[src/rtl/instruction_fetch.sv]
// instruction_fetch: MIPS/DLX fetch stage owning the PC, plus the IF/ID pipeline register.
//   clock, reset (async, active-high)
//   stall                      - freeze PC, IF/ID, fetch_count and state
//   branch_sel/branch_address  - taken branch from decode
//   jump_sel/jump_address      - jump from decode (wins over branch)
//   imem_addr -> imem_data     - combinational instruction memory
//   instruc, current_PC        - IF/ID instruction and fetch PC + 1
//   if_valid                   - IF/ID holds a real instruction
//   halted                     - HALT opcode fetched, fetch stopped until reset
//   fetch_count                - valid instructions delivered to IF/ID
module instruction_fetch #(
    parameter int              PC_SIZE  = 31,
    parameter logic [PC_SIZE:0] RESET_PC = '0,
    parameter logic [31:0]     NOP      = 32'h0000_0000,
    parameter logic [5:0]      HALT_OP  = 6'b111111
) (
    input  logic               clock,
    input  logic               reset,
    input  logic               stall,
    input  logic               branch_sel,
    input  logic [PC_SIZE:0]   branch_address,
    input  logic               jump_sel,
    input  logic [PC_SIZE:0]   jump_address,
    output logic [PC_SIZE:0]   imem_addr,
    input  logic [31:0]        imem_data,
    output logic [31:0]        instruc,
    output logic [PC_SIZE:0]   current_PC,
    output logic               if_valid,
    output logic               halted,
    output logic [31:0]        fetch_count
);
    typedef enum logic {RUN, HALT} state_t;
    state_t           state;
    logic [PC_SIZE:0] pc;
    logic [PC_SIZE:0] pc_inc;
    logic [PC_SIZE:0] target;
    logic             redirect;
    logic             is_halt;
    assign pc_inc    = pc + 1'b1;
    assign target    = jump_sel ? jump_address : branch_address;
    assign redirect  = !stall && (jump_sel || branch_sel);
    assign is_halt   = imem_data[31:26] == HALT_OP;
    assign imem_addr = pc;
    always_ff @(posedge clock or posedge reset) begin
        if (reset) begin
            state       <= RUN;
            pc          <= RESET_PC;
            instruc     <= NOP;
            current_PC  <= '0;
            if_valid    <= 1'b0;
            halted      <= 1'b0;
            fetch_count <= '0;
        end else if (!stall) begin
            if (state == HALT) begin
                instruc  <= NOP;
                if_valid <= 1'b0;
            end else if (redirect) begin
                // Squash the word fetched this cycle; a HALT word here is wrong-path and ignored.
                pc       <= target;
                instruc  <= NOP;
                if_valid <= 1'b0;
            end else begin
                instruc     <= imem_data;
                current_PC  <= pc_inc;
                if_valid    <= 1'b1;
                fetch_count <= fetch_count + 1'b1;
                if (is_halt) begin
                    state  <= HALT;
                    halted <= 1'b1;
                end else begin
                    pc <= pc_inc;
                end
            end
        end
    end
endmodule

[config.mk]
export PLATFORM = sky130hd
export DESIGN_NAME = instruction_fetch
export DESIGN_NICKNAME = d
export VERILOG_FILES = /design/src/rtl/instruction_fetch.sv
export SDC_FILE = /design/constraint.sdc
export NUM_CORES = 1
export LEC_CHECK = 0
export CORE_AREA = 2 2 166 168
export DETAILED_ROUTE_END_ITERATION = 8
export DIE_AREA = 0 0 168 170
export PLACE_DENSITY_LB_ADDON = 0.15
export SLEW_MARGIN = 10
export SYNTH_ARGS = -nofsm -noshare
export SYNTH_HDL_FRONTEND = slang
export SYNTH_SLANG_ARGS = --single-unit
[constraint.sdc]
create_clock -name clock -period 9.2 [get_ports clock]
set_clock_uncertainty 0.1 [all_clocks]
set_input_delay 1.84 -clock clock [delete_from_list [all_inputs] [get_ports clock]]
set_output_delay 1.84 -clock clock [all_outputs]
set_load 0.1 [all_outputs]
==> results_dict.tcl <==
set metrics [dict create \
    cts.clk_slew.worst_paths_ps 60 \
    synth_top_cell_area_share_pct 49.70 \
    wl_per_cell_um 18.37 \
    synthCells 663 \
    syn_area_mm2 0.006596 \
    coreArea_mm2 0.02665 \
    wirelength_um 22570 \
    yosysSeqAreaShare_pct 49.70 \
    multi_input_area_mm2 0.003099 \
    stdcell_area_mm2 0.009838 \
    finish.utilization_pct 36.92 \
    critPathArrivalTime_ps 4870 \
    postCtsSetupBuffers 0 \
    hold_viol 0 \
    r2r-start "state$_DFFE_PP0N_" \
    cpMostUsedCell "buf_4" \
    final.period_utilization_pct 50.67 \
    antenna_left 0 \
    sw_frac_of_total_pct 27.83 \
    row_count 60 \
    synth_warnings 0 \
    hp-start "halted$_DFFE_PP0P_" \
    n_antenna_cell 0 \
    rsz0062_at_grt "no" \
    ys.flop_type "dfrtp_1" \
    clock_latency_ps 410 \
    power.density_mw_per_mm2 156.2 \
    ys_types 59 \
    setup_violations 0 \
    finalCriticalPeriod_ps 4662 \
    fp.dieH_um 170 \
    combPwrFrac_pct 15.1 \
    hold_buffers 0 \
    power_frac_clock_pct 45.4 \
    status "completed" \
    viasPerCell 4.666 \
    clock.fmax_mhz 214.5 \
    crit_path_end_kind "register" \
    dpl-instance-area_mm2 0.009231 \
    grt_max_degree 76 \
    worstMarginPinSlew_ps 1076 \
    netlist_top_cells_count "131 x dfrtp_1, 75 x nand2_1, 48 x nor2_1" \
    p_sw_w 0.0004278 \
    p_leak_nw 4.034 \
    cts_resized 0 \
    drc_errors 0 \
    tritoncts "built" \
    io_buffers 230 \
    irDropWorstVdd_uv 109.9 \
    netlist.top_cell.by_area "dfrtp_1" \
    antenna_found_initial 0 \
    yosysMostFrequentCell "dfrtp_1" \
    ios 231 \
    register_area_mm2 0.003278 \
    grt_usage_pct 16.03 \
    finalPower_w 0.001537 \
    grt_pass1_wl_um 35000 \
    maxSlewHeadroom_pct 28.04 \
    ys_async_sr_fraction_pct 100.0 \
    gp_congestion 0.7692 \
    avgSynthCellArea_um2 9.949 \
    ys_ff_latch 131 \
    dieArea_mm2 0.02856 \
    htree_levels 4 \
    nets 979 \
    cts.sinks 131 \
    cts-root-buf "clkbuf_16" \
    drive_gt1_share_pct 8.446 \
    cts_made_buffers 17 \
    pwr-share-seq_pct 39.5 \
    die_x_um 168 \
    p_int_w 0.001109 \
    fin_setup_tns_ps 0 \
    hpwl_um 16500 \
    required_ps 9400 \
    area_delta_synth_final_pct 49.15 \
    critical_path.startpoint "stall" \
    fill_cells 2686 \
    maxCapViolCount 0 \
    syn_nets 766 \
    via_count 5734 \
    synth_edf_count 0 \
    start_kind "primary input" \
    holdWs_ps 355.4 \
    grt_overflow_total 0 \
    critPathMaxFanout 49 \
    grt_pass1_vias 5761 \
    drtPass1Iterations 5 \
    drt_iter0_drc 442 \
    hold_class "reg -> reg" \
    cpPeakStageDelay_ps 980 \
    initial_core_util_pct 24.75 \
    clock_path_buffers 2 \
    worstSetupPathType "in -> reg" \
    slowest_stage "or4_2" \
    cp_cell_sequence "clkdlybuf4s50_1 > buf_4 > or4_2 > buf_4 > nor2_1 > a32o_1 > a21oi_1" \
    synthTopCellsByArea "dfrtp_1 50%, xnor2_1 5.0%, a22o_1 4.4%, nand2_1 4.3%, xor2_1 2.9%" \
    drv_slew 0 \
]
[routing by layer]
metal	global-route usage (%)	wire length [um]
met5	0	0
met1	22.04	10670
met2	25.01	10440
met3	3.233	1011
met4	5.784	452
[layout make-up]
| cell class | count | area share, % |
|---|---|---|
| well taps | 341 | 4.337 |
| inverters | 14 | 0.5850 |
| clock buffers | 23 | 5.163 |
| multi-input cells | 473 | 31.50 |
| repair buffers | 239 | 24.09 |
| flip-flops and latches | 131 | 33.32 |
| clock inverters | 8 | 1.005 |
[final timing paths]
| kind | to | slack, ps | cells past startpoint |
|---|---|---|---|
| hold reg to reg | halted$_DFFE_PP0P_ | 360 | 1 |
| setup / recovery | imem_addr[17]$_DFFE_PP0P_ | 4540 | 7 |
| max in group asynchronous | imem_addr[6]$_DFFE_PP0P_ | 5800 | 3 |
| hold / removal | halted$_DFFE_PP0P_ | 360 | 1 |
| min in group asynchronous | instruc[3]$_DFFE_PP0N_ | 1770 | 2 |
| setup reg to reg | imem_addr[17]$_DFFE_PP0P_ | 6280 | 5 |
[logic make-up after synthesis]
family                     Yosys count  synth area share, %
buffers and inverters               59                3.642
and+or+nand+nor                    229                18.87
AOI/OAI and AO/OA                  167                17.00
xor gates and xnor gates            60                7.967
DFF                                131                49.70
adders and majority gates            2               0.3793
muxes                               15                2.447
[placed cells by master, fill, tap and decap left out, drive strengths merged, types with 8 or more instances in the layout]
cell,count
clkdlybuf4s50,230
o21ai,41
nand4,25
nor3,13
nor4,9
mux2,9
buf,9
nand3,26
a21oi,32
xnor2,38
a2bb2oi,8
o22ai,19
a22o,33
clkbuf,23
inv,13
nand2,75
nor2,48
dfrtp,131
xor2,22
[flip-flops by register name, indices dropped and copies added, names as in the netlist]
name / count
instruc: 32
fetch_count: 32
imem_addr: 32
current_PC: 32
halted: 1
if_valid: 1
state: 1
[power groups by stage]
| stage | logic (W) | clock network, W | registers [W] |
|---|---|---|---|
| 3_5_place_dp | 0.000234 | 0 | 0.000617 |
| 4_1_cts | 0.000235 | 0.000715 | 0.000607 |
| 2_1_floorplan | 0.0000552 | 0 | 0.000701 |
| 5_1_grt | 0.000246 | 0.000744 | 0.000610 |
| 3_3_place_gp | 0.000234 | 0 | 0.000618 |
| 6_report | 0.000232 | 0.000698 | 0.000607 |
[stage by stage]
step           setup slack (ps)  instances
2_1_floorplan              3762        663
3_3_place_gp               4115       1198
3_5_place_dp               4092       1198
4_1_cts                    4545       1229
5_1_grt                    4400       1229
6_report                   4538       1229
[worst max-delay path: cells and delay by family]
kind	cells	cell delay, ps
buffers and inverters	3	1050
AO/OA/AOI/OAI	2	310
AND/OR/NAND/NOR	2	1640
Power figures use the tool's default switching activity.
